**src/rtl/uart_frame_packer.sv**
```systemverilog
// UART byte-to-pixel packer: assembles MSB-first bytes into pixels and issues
// frame-buffer write cycles, rotating through NUM_BUF buffers per completed frame.
module uart_frame_packer #(
    parameter int DATA_W        = 12,
    parameter int BYTES_PER_PIX = 2,
    parameter int IMG_W         = 320,
    parameter int IMG_H         = 240,
    parameter int NUM_BUF       = 2,
    parameter int ADDR_W        = 18,
    parameter int TIMEOUT_CYC   = 4096
) (
    input  logic              i_clk,
    input  logic              i_rstn,
    input  logic [7:0]        i_byte,
    input  logic              i_byte_valid,
    input  logic              i_sof,
    output logic              o_wr_en,
    output logic [ADDR_W-1:0] o_wr_addr,
    output logic [DATA_W-1:0] o_wr_data,
    output logic [1:0]        o_disp_buf,
    output logic              o_frame_done,
    output logic              o_err_timeout,
    output logic              o_busy
);

    localparam int FRAME_PIX = IMG_W * IMG_H;
    localparam int PIX_W     = (FRAME_PIX > 1) ? $clog2(FRAME_PIX) : 1;
    localparam int TMO_W     = (TIMEOUT_CYC > 1) ? $clog2(TIMEOUT_CYC + 1) : 1;

    localparam logic [PIX_W-1:0]  LAST_PIX   = PIX_W'(FRAME_PIX - 1);
    localparam logic [2:0]        LAST_BYTE  = 3'(BYTES_PER_PIX - 1);
    localparam logic [1:0]        LAST_BUF   = 2'(NUM_BUF - 1);
    localparam logic [TMO_W-1:0]  TMO_LAST   = TMO_W'((TIMEOUT_CYC > 0) ? TIMEOUT_CYC - 1 : 0);
    localparam logic [ADDR_W-1:0] FRAME_SIZE = ADDR_W'(FRAME_PIX);

    typedef enum logic {IDLE, ASSEMBLE} state_t;

    state_t            state_reg, state_next;
    logic [2:0]        byte_cnt_reg, byte_cnt_next;
    logic [PIX_W-1:0]  pix_idx_reg, pix_idx_next;
    logic [1:0]        wbuf_reg, wbuf_next;
    logic [TMO_W-1:0]  tmo_reg, tmo_next;
    logic              wr_en_reg, wr_en_next;
    logic [ADDR_W-1:0] wr_addr_reg, wr_addr_next;
    logic [DATA_W-1:0] wr_data_reg, wr_data_next;
    logic [1:0]        disp_buf_reg, disp_buf_next;
    logic              frame_done_reg, frame_done_next;
    logic              err_timeout_reg, err_timeout_next;

    logic [DATA_W-1:0] pixel;
    logic [PIX_W-1:0]  cur_idx;
    logic [2:0]        cur_cnt;

    // Only the low DATA_W-8 bits of byte history can ever reach the pixel,
    // so the shift register is sized to that rather than 8*BYTES_PER_PIX.
    generate
        if (DATA_W > 8) begin : g_wide
            logic [DATA_W-9:0] hist_reg;
            assign pixel = {hist_reg, i_byte};
            always_ff @(posedge i_clk or negedge i_rstn) begin
                if (!i_rstn)
                    hist_reg <= '0;
                else if (i_byte_valid)
                    hist_reg <= pixel[DATA_W-9:0];
            end
        end else begin : g_narrow
            assign pixel = i_byte[DATA_W-1:0];
        end
    endgenerate

    always_comb begin
        state_next       = state_reg;
        byte_cnt_next    = byte_cnt_reg;
        pix_idx_next     = pix_idx_reg;
        wbuf_next        = wbuf_reg;
        tmo_next         = tmo_reg;
        wr_en_next       = 1'b0;
        wr_addr_next     = wr_addr_reg;
        wr_data_next     = wr_data_reg;
        disp_buf_next    = disp_buf_reg;
        frame_done_next  = 1'b0;
        err_timeout_next = 1'b0;
        cur_idx          = i_sof ? '0 : pix_idx_reg;
        cur_cnt          = i_sof ? 3'd0 : byte_cnt_reg;

        if (i_byte_valid) begin
            // A start-of-frame byte is byte 0 of pixel 0 regardless of prior progress.
            tmo_next = '0;
            if (cur_cnt == LAST_BYTE) begin
                state_next    = IDLE;
                byte_cnt_next = 3'd0;
                wr_en_next    = 1'b1;
                wr_addr_next  = ADDR_W'(wbuf_reg) * FRAME_SIZE + ADDR_W'(cur_idx);
                wr_data_next  = pixel;
                if (cur_idx == LAST_PIX) begin
                    frame_done_next = 1'b1;
                    disp_buf_next   = wbuf_reg;
                    wbuf_next       = (wbuf_reg == LAST_BUF) ? 2'd0 : wbuf_reg + 2'd1;
                    pix_idx_next    = '0;
                end else begin
                    pix_idx_next = cur_idx + PIX_W'(1);
                end
            end else begin
                state_next    = ASSEMBLE;
                byte_cnt_next = cur_cnt + 3'd1;
                pix_idx_next  = cur_idx;
            end
        end else if (state_reg == ASSEMBLE && TIMEOUT_CYC != 0) begin
            if (tmo_reg == TMO_LAST) begin
                state_next       = IDLE;
                byte_cnt_next    = 3'd0;
                tmo_next         = '0;
                err_timeout_next = 1'b1;
            end else begin
                tmo_next = tmo_reg + TMO_W'(1);
            end
        end
    end

    always_ff @(posedge i_clk or negedge i_rstn) begin
        if (!i_rstn) begin
            state_reg       <= IDLE;
            byte_cnt_reg    <= 3'd0;
            pix_idx_reg     <= '0;
            wbuf_reg        <= 2'd0;
            tmo_reg         <= '0;
            wr_en_reg       <= 1'b0;
            wr_addr_reg     <= '0;
            wr_data_reg     <= '0;
            disp_buf_reg    <= 2'd0;
            frame_done_reg  <= 1'b0;
            err_timeout_reg <= 1'b0;
        end else begin
            state_reg       <= state_next;
            byte_cnt_reg    <= byte_cnt_next;
            pix_idx_reg     <= pix_idx_next;
            wbuf_reg        <= wbuf_next;
            tmo_reg         <= tmo_next;
            wr_en_reg       <= wr_en_next;
            wr_addr_reg     <= wr_addr_next;
            wr_data_reg     <= wr_data_next;
            disp_buf_reg    <= disp_buf_next;
            frame_done_reg  <= frame_done_next;
            err_timeout_reg <= err_timeout_next;
        end
    end

    assign o_wr_en       = wr_en_reg;
    assign o_wr_addr     = wr_addr_reg;
    assign o_wr_data     = wr_data_reg;
    assign o_disp_buf    = disp_buf_reg;
    assign o_frame_done  = frame_done_reg;
    assign o_err_timeout = err_timeout_reg;
    assign o_busy        = (state_reg == ASSEMBLE);

endmodule

```
**config.mk**
```make
export PLATFORM = sky130hd
export DESIGN_NAME = uart_frame_packer
export DESIGN_NICKNAME = d
export VERILOG_FILES = /design/src/rtl/uart_frame_packer.sv
export SDC_FILE = /design/constraint.sdc
export NUM_CORES = 1
export LEC_CHECK = 0
export CAP_MARGIN = 15
export CELL_PAD_IN_SITES_DETAIL_PLACEMENT = 0
export CELL_PAD_IN_SITES_GLOBAL_PLACEMENT = 1
export CORE_MARGIN = 3
export CORE_UTILIZATION = 45
export CTS_CLUSTER_SIZE = 8
export DETAILED_ROUTE_END_ITERATION = 6
export DONT_BUFFER_PORTS = 1
export MAX_ROUTING_LAYER = met4
export PLACE_DENSITY = 0.79
export SLEW_MARGIN = 5
export SYNTH_ARGS = -nofsm -noshare
export SYNTH_HDL_FRONTEND = slang
export SYNTH_SLANG_ARGS = --single-unit
export TNS_END_PERCENT = 5
```
**constraint.sdc**
```tcl
create_clock -name i_clk -period 6 [get_ports i_clk]
set_input_delay 0.9 -clock i_clk [delete_from_list [all_inputs] [get_ports i_clk]]
set_output_delay 0.9 -clock i_clk [all_outputs]
set_load 0.01 [all_outputs]
```
==> results.yml, run 1 <==
global_routing:
  antenna_found_initial: 0
  grt_pass1_vias: 2792
  grt_usage_pct: 17.94
  overflow: 0
  grt_max_degree: 76
  grt_pass1_wl_mm: 13.95
critical_path:
  cp_max_fo: 47
  worst-setup-path-type: "input port to flip-flop"
  cp_data_required_time_ps: 6290
  worst_setup_path_start_kind: "input port"
  cp.arrival_ps: 2960
  cp-end-kind: "flip-flop"
routing:
  drt_iter0_drc: 176
  ant_nets: 0
  wl_per_cell_um: 16.72
  drc: 0
  num_vias: 2948
  viasPerCell: 5.861
  drtPass1Iterations: 4
  routed_wl_mm: 8.410
sta:
  worst_pin_slew_ps: 927.7
  slew_headroom_pct: 37.93
  fin_ws_ps: 3322
  skew_ps: 15.91
  finalCriticalPeriod_ps: 2678
  final.period_utilization_pct: 44.64
  slew_viol_final: 0
  setup_viol: 0
  fmax_mhz: 373.4
  rsz0062_at_grt: "false"
  fin_setup_tns_ps: 0
  hold_viol_final: 0
die:
  ioPinCount: 48
  fp.dieH_um: 99.83
  die_w_um: 99.83
  fp-row-count: 33
  floorplan.initialDensity_pct: 47.26
  core_mm2: 0.008382
  dieArea_mm2: 0.009965
power:
  peakVddDrop_v: 0.0001569
  p_total_mw: 1.134
  power_density_mw_per_mm2: 269.0
  leakagePower_nw: 1.843
synth:
  ys_ff_latch: 75
  synthTopCellsByArea: "dfrtp_1 (47%), mux2_2 (6.3%), o21ai_0 (5.8%)"
  seq_area_frac_synth_pct: 47.38
  synth_cell_types: 59
  synth_edf_count: 0
  post-synth-top-area-cell: "dfrtp_1"
  synth_nets: 427
  async_flop_share_pct: 100.0
  synth_common_cells: "dfrtp_1 (75), nand2_1 (50), o21ai_0 (46)"
  syn_avg_cell_area_um2: 9.781
  yosys_warnings: 0
  synth.most_common_cell: "dfrtp_1"
  synth.cell_area_mm2: 0.003961
  ys.flop_type: "dfrtp_1"
  synth_top_area_share_pct: 47.38
  synthCells: 405
clock_network:
  cts-root-buf: "clkbuf_8"
  post_cts_buffers: 0
  cts_max_path_buffers: 2
  cts_made_buffers: 9
  cts_sinks: 75
  cts_max_level: 3
  clk_pin_slew_ps: 90
  ctsResizeCount: 0
  clock_latency_ps: 340
  cts_hold_buf: 0
  cts_tree: "done"
layout:
  diodes: 0
  synthToLayoutAreaGrowth_pct: 6.443
  finalNetCount: 415
  final_layout_size_suffix_gt1_share_pct: 11.81
  largest_reg_flops: 18
  fin_cells: 503
place:
  dpl.cell_count: 487
  pre_cts_slack_ps: 2965
  port-buffer-count: 0
  gp_congestion: 0.7818
  dp_hpwl_mm: 5.565
job:
  maxCapViolations: 0
status:
  status: "finished, final reports clean"
worst_hold_path:
  hold_path_class: "input port to async pin"
routing by layer:
metal	track usage (%)	part of all wire, %
met5	-	0
met4	4.412	1.0
met3	5.073	6.9
met2	25.55	42
met1	25.36	50
worst max-delay path, cell delays in order:
cell and delay [ps]:
nor4b_4 580, nand2_2 690, or4_1 690, nand3_1 90
path summary, 6_finish.rpt:
path                                          from                        endpoint  slack [ps]  cells after the start
min reg2reg                tmo_reg[12]$_DFFE_PN0P_         o_err_timeout$_DFF_PN0_         460                      1
max reg2reg                wbuf_reg[0]$_DFFE_PN0P_       o_wr_addr[16]$_DFFE_PN0P_        3340                     10
min in group i_clk         tmo_reg[12]$_DFFE_PN0P_         o_err_timeout$_DFF_PN0_         460                      1
max in group asynchronous                   i_rstn  g_wide.hist_reg[3]$_DFFE_PN0P_        5630                      0
min                                         i_rstn        o_wr_addr[2]$_DFFE_PN0P_         250                      0
max                                          i_sof       o_wr_addr[13]$_DFFE_PN0P_        3320                      4
final cells by class:
class,count,area (um^2)
well taps,105,131.4
clock inverters,4,72.57
flip-flops and latches,75,1877
fillers,780,4165
clock buffers,12,155.1
inverters,11,41.29
multi-input cells,296,1939
cell usage in the layout, fill, tap and decap left out, types with 5 or more instances in the layout:
master    count
xor2_1        5
nand4_1       6
and3_1        5
a31oi_1       8
o21ai_0      46
o31ai_1      12
ha_1         10
clkbuf_8     11
nand2_1      50
dfrtp_1      75
nand3_1      16
a21oi_1       6
nand2b_1      6
nor2b_1      11
mux2_2       22
inv_1        10
nor2_1       24
xnor2_1       7
power by group:
group	internal [mW]	total, mW	switching, mW
sequential	0.550	0.603	0.0530
combinational	0.0457	0.0888	0.0431
clock	0.257	0.443	0.186
stage by stage:
step                cell area [um^2]  util (%)  hold WS, ps
global route                    4217     50.31        223.1
detailed placement              3989     47.59        452.9
global placement                3989     47.59        451.9
CTS                             4217     50.31        226.6
floorplan                       3961         -        434.3
finish                          4217     50.31        245.9
cells by family after synthesis:
group | Yosys count | synth area share, %
flops | 75 | 47.38
fa+ha+maj | 11 | 3.411
compound gates | 102 | 16.05
mux | 26 | 7.265
xor+xnor | 12 | 2.653
simple gates | 145 | 19.58
buf+inv | 34 | 3.664
Note: power is estimated with default switching activity, not from simulation.
==> run 2: changes to the inputs <==
==> constraint.sdc (replaced) <==
create_clock -name i_clk -period 2.7 [get_ports i_clk]
set_input_delay 0.405 -clock i_clk [delete_from_list [all_inputs] [get_ports i_clk]]
set_output_delay 0.405 -clock i_clk [all_outputs]
set_load 0.01 [all_outputs]
==> run 2 against run 1 <==
Against the previous run: register-to-register slack worse by 3000 ps; largest power group unchanged; final cell count up 0.99%; sequential cell count did not move; setup slack worse by 3000 ps; die area is the same; sequential share of layout area fell by 0.46 points; design area rose by 1.0%; critical path depth is 5 higher; first-iteration DRC count up 13%; worst hold slack lost 110 ps; largest cell class unchanged; critical endpoint is now o_wr_addr[14]$_DFFE_PN0P_; combinational power grew to 2.6 times the previous value.
==> results.yml, run 2 (synthesis results as in run 1) <==
status:
  status: "finished, final reports clean"
critical_path:
  critPathMaxStageDelay_ps: 430
  crit_chain: "ha_1, nor3b_1, nor2_1, ha_1, o31a_1, o21ai_0, o31ai_1, xor2_1, o21ai_0"
  path_buf_inv: 0
  cp.arrival_ps: 2600
  worst-setup-path-type: "flip-flop to flip-flop"
  cpMaxStageDelayCell: "dfrtp_1"
  cp_data_required_time_ps: 2960
  cpLargestDelayFamily: "compound AO/OA/AOI/OAI gates"
  cp_max_fo: 5
  cp-end-kind: "flip-flop"
  worst_setup_path_start_kind: "flip-flop"
sta:
  setup_viol: 0
  slew_viol_final: 0
  worst_hold_slack_ps: 131.8
  fin_setup_tns_ps: 0
  rsz0062_at_grt: "false"
  slew_headroom_pct: 59.87
  finalCriticalPeriod_ps: 2341
  worst_pin_slew_ps: 599.8
  final.period_utilization_pct: 86.70
  skew_ps: 9.149
  hold_viol_final: 0
  fmax_mhz: 427.2
layout:
  diodes: 0
  fillers: 800
  finish.utilization_pct: 50.83
  final_cell_mix: "dfrtp_1 (75), nand2_1 (50), o21ai_0 (46)"
  finalNetCount: 422
  multi_input_area_mm2: 0.001939
  seq_area_mm2: 0.001877
  layout_commonest_cell: "dfrtp_1"
  final_layout_size_suffix_gt1_share_pct: 12.41
  largest_reg_flops: 18
  synthToLayoutAreaGrowth_pct: 7.549
clock_network:
  cts_sinks: 75
  clk_pin_slew_ps: 80
  cts_made_buffers: 9
  cts-root-buf: "clkbuf_8"
  cts_max_level: 3
  cts_max_path_buffers: 2
  cts_tree: "done"
  clock_latency_ps: 340
place:
  dp_hpwl_mm: 5.709
  port-buffer-count: 0
  gp_congestion: 0.7814
global_routing:
  antenna_found_initial: 0
  grt_pass1_wl_mm: 14.46
  grt_pass1_vias: 2928
  overflow: 0
  grt_usage_pct: 18.48
  grt_max_degree: 76
power:
  leakagePower_nw: 1.871
  p_total_mw: 2.472
  peakVddDrop_v: 0.0003572
  power_density_mw_per_mm2: 580.2
routing:
  num_vias: 2918
  drt_iter0_drc: 199
  ant_nets: 0
  drc: 0
  wl_per_cell_um: 16.78
  drtPass1Iterations: 4
  routed_wl_mm: 8.524
  viasPerCell: 5.744
die:
  ioPinCount: 48
  fp.dieH_um: 99.83
  floorplan.initialDensity_pct: 47.26
  fp-row-count: 33
  die_w_um: 99.83
  core_mm2: 0.008382
  dieArea_mm2: 0.009965
worst_hold_path:
  hold_path_class: "input port to flip-flop"
job:
  maxCapViolations: 0
==> run 2: cell count changes in the layout (fill, tap and decap cells not counted), sizes merged <==
cell,change
buf,+6
clkbuf,-1
dlygate4sd3,+1
clkinvlp,-1
==> run 2: stage by stage <==
step	std cells	setup WS, ps	instance area [um^2]
floorplan	405	333.5	3961
global placement	492	410.9	4026
detailed placement	492	371.9	4026
CTS	508	342.0	4260
global route	508	113.4	4260
finish	508	359.0	4260
==> run 2: repair_timing <==
item	CTS	global route
setup buffers	0	0
resized for setup	0	0
endpoints found under the hold margin	75	0
hold buffers	2	0
endpoints found under the setup margin	0	0
==> run 2: path summary, 6_finish.rpt <==
| path | startpoint | end | slack, ps | cells after the start |
|---|---|---|---|---|
| max | wbuf_reg[1]$_DFFE_PN0P_ | o_wr_addr[14]$_DFFE_PN0P_ | 360 | 9 |
| min reg2reg | tmo_reg[12]$_DFFE_PN0P_ | o_err_timeout$_DFF_PN0_ | 480 | 1 |
| max reg2reg | wbuf_reg[1]$_DFFE_PN0P_ | o_wr_addr[14]$_DFFE_PN0P_ | 360 | 9 |
| min in group asynchronous | i_rstn | byte_cnt_reg[0]$_DFFE_PN0P_ | 610 | 2 |
| min | i_byte_valid | tmo_reg[6]$_DFFE_PN0P_ | 130 | 1 |
| max in group asynchronous | i_rstn | pix_idx_reg[13]$_DFFE_PN0P_ | 1770 | 2 |
==> run 2: layout make-up <==
cell class	count	share of cell area, %
Multi-Input combinational cell	296	45.52
Sequential cell	75	44.05
Clock buffer	11	3.084
Tap cell	105	3.084
Timing Repair Buffer	7	1.762
Clock inverter	3	1.527
Inverter	11	0.9692
==> run 2: per-layer routing <==
metal / part of all wire, % / wire (um) / GRT usage, %
met3: 6.1 / 519 / 4.517
met4: 0.65 / 55 / 6.408
met2: 44 / 3793 / 26.53
met1: 49 / 4155 / 25.63
met5: 0 / 0 / -
==> run 2: report_power, final <==
group / total, mW / leakage [nW] / switching (mW) / internal, mW
Clock: 0.905 / 0.0992 / 0.395 / 0.510
Sequential: 1.34 / 0.980 / 0.118 / 1.22
Combinational: 0.228 / 0.792 / 0.118 / 0.110
==> run 3: changes to the inputs <==
--- a/config.mk
+++ b/config.mk
@@ -9,12 +9,12 @@
 export CELL_PAD_IN_SITES_DETAIL_PLACEMENT = 0
 export CELL_PAD_IN_SITES_GLOBAL_PLACEMENT = 1
 export CORE_MARGIN = 3
-export CORE_UTILIZATION = 45
+export CORE_UTILIZATION = 49
 export CTS_CLUSTER_SIZE = 8
 export DETAILED_ROUTE_END_ITERATION = 6
 export DONT_BUFFER_PORTS = 1
 export MAX_ROUTING_LAYER = met4
-export PLACE_DENSITY = 0.79
+export PLACE_DENSITY_LB_ADDON = 0.08
 export SLEW_MARGIN = 5
 export SYNTH_ARGS = -nofsm -noshare
 export SYNTH_HDL_FRONTEND = slang
==> run 3 against run 2 <==
Against the previous run: sequential cell count did not move; clock skew grew 7.9 ps; highest routed layer unchanged; critical endpoint is now o_wr_addr[16]$_DFFE_PN0P_; largest cell class unchanged; first-iteration DRC count increased by 2.0%; die area down 7.7%; global-route usage grew 2.7 points; via count rose by 1.2%; combinational power hardly changed.
==> results.yml, run 3 (synthesis results as in run 1) <==
die:
  core_mm2: 0.007767
  dieArea_mm2: 0.009199
  die_w_um: 95.91
  floorplan.initialDensity_pct: 51.00
  fp-row-count: 32
  ioPinCount: 48
  fp.dieH_um: 95.91
critical_path:
  crit_chain: "ha_1, nor3b_1, nor2_1, ha_1, nor2_1, o21ai_0, a31oi_1, xor2_1, o21ai_0"
  cp_data_required_time_ps: 2930
  worst_setup_path_start_kind: "flip-flop"
  cp_max_fo: 5
  cp.arrival_ps: 2540
  cp-end-kind: "flip-flop"
  critPathMaxStageDelay_ps: 430
  cpMaxStageDelayCell: "dfrtp_1"
  worst-setup-path-type: "flip-flop to flip-flop"
power:
  sequentialPowerShare_pct: 52.8
  swShare_pct: 26.73
  clockPowerShare_pct: 38.0
  p_total_mw: 2.531
  peakVddDrop_v: 0.0004157
  switching_power_mw: 0.6766
  pwr-share-comb_pct: 9.1
  power_density_mw_per_mm2: 591.6
  leakagePower_nw: 1.877
  intPower_mw: 1.854
clock_network:
  cts_sinks: 75
  clk_pin_slew_ps: 90
  cts_tree: "done"
  cts_made_buffers: 9
  clock_latency_ps: 350
  post_cts_buffers: 0
  cts_max_level: 3
  cts_max_path_buffers: 2
  cts-root-buf: "clkbuf_8"
layout:
  fin_cells: 507
  final_cell_mix: "dfrtp_1 (75), nand2_1 (50), o21ai_0 (46)"
  largest_reg_flops: 18
  layout_commonest_cell: "dfrtp_1"
  finalNetCount: 422
  finalInstanceArea_mm2: 0.004278
  final_layout_size_suffix_gt1_share_pct: 13.09
  synthToLayoutAreaGrowth_pct: 7.991
  diodes: 0
  finish.utilization_pct: 55.07
routing:
  drtPass1Iterations: 4
  drc: 0
  num_vias: 2952
  ant_nets: 0
  drt_iter0_drc: 203
  viasPerCell: 5.822
  routed_wl_mm: 8.771
  wl_per_cell_um: 17.30
global_routing:
  grt_usage_pct: 21.15
  grt_max_degree: 76
  grt_pass1_wl_mm: 14.72
  grt_pass1_vias: 2925
  overflow: 0
  antenna_found_initial: 0
sta:
  worst_hold_slack_ps: 102.0
  slew_viol_final: 0
  skew_ps: 17.06
  finalCriticalPeriod_ps: 2317
  slew_headroom_pct: 58.90
  worst_pin_slew_ps: 614.2
  fin_setup_tns_ps: 0
  setup_viol: 0
  final.period_utilization_pct: 85.82
  fin_ws_ps: 382.9
  hold_viol_final: 0
  fmax_mhz: 431.6
  rsz0062_at_grt: "false"
job:
  maxCapViolations: 0
place:
  place_area_mm2: 0.004023
  port-buffer-count: 0
  dpl.cell_count: 489
  dp_hpwl_mm: 5.751
  gp_congestion: 0.7873
  pre_cts_slack_ps: 373.8
status:
  status: "finished, final reports clean"
worst_hold_path:
  hold_path_class: "input port to flip-flop"
run 3: changes by cell type in the layout (fill, tap and decap cells not counted):
cell	change
clkbuf_1	-1
clkinv_4	+2
clkinvlp_4	+1
run 3: layout make-up:
cell class	count	area, um^2
fillers	707	3490
well taps	102	127.6
clock inverters	6	90.09
repair buffers	7	75.07
clock buffers	10	127.6
multi-input cells	296	1939
inverters	11	41.29
flip-flops and latches	75	1877
run 3: critical path: cells and delay by family (launching register included):
kind | cells | cell delay (ps)
simple gates | 3 | 630
fa+ha+maj | 2 | 560
compound gates | 3 | 440
flops | 1 | 430
xor+xnor | 1 | 150
run 3: final timing paths:
path / startpoint / to / cells past startpoint / slack, ps
setup / recovery: wbuf_reg[1]$_DFFE_PN0P_ / o_wr_addr[16]$_DFFE_PN0P_ / 9 / 380
hold / removal: i_byte_valid / tmo_reg[8]$_DFFE_PN0P_ / 1 / 100
setup reg to reg: wbuf_reg[1]$_DFFE_PN0P_ / o_wr_addr[16]$_DFFE_PN0P_ / 9 / 380
hold reg to reg: tmo_reg[12]$_DFFE_PN0P_ / o_err_timeout$_DFF_PN0_ / 1 / 460
max in group asynchronous: i_rstn / tmo_reg[6]$_DFFE_PN0P_ / 2 / 1760
min in group asynchronous: i_rstn / o_wr_addr[4]$_DFFE_PN0P_ / 2 / 620
run 3: power by group through the flow:
| stage | sequential, mW | combinational (mW) | clock, mW |
|---|---|---|---|
| after floorplan | 1.33 | 0.184 | 0 |
| after global placement | 1.36 | 0.199 | 0 |
| after detailed placement | 1.36 | 0.206 | 0 |
| after CTS | 1.34 | 0.235 | 0.992 |
| after global routing | 1.36 | 0.264 | 1.04 |
| final | 1.34 | 0.231 | 0.963 |
run 3: timing repair:
item / in CTS / in global routing
resized for setup: 0 / 0
endpoints found under the hold margin: 75 / 0
hold buffers: 2 / 0
run 3: layer usage:
metal,GRT usage (%),share of wire [%],vias up
li1,-,-,1435
met5,-,0,-
met4,7.109,1.4,0
met2,29.94,43,80
met1,29.72,49,1423
met3,5.082,6.2,14
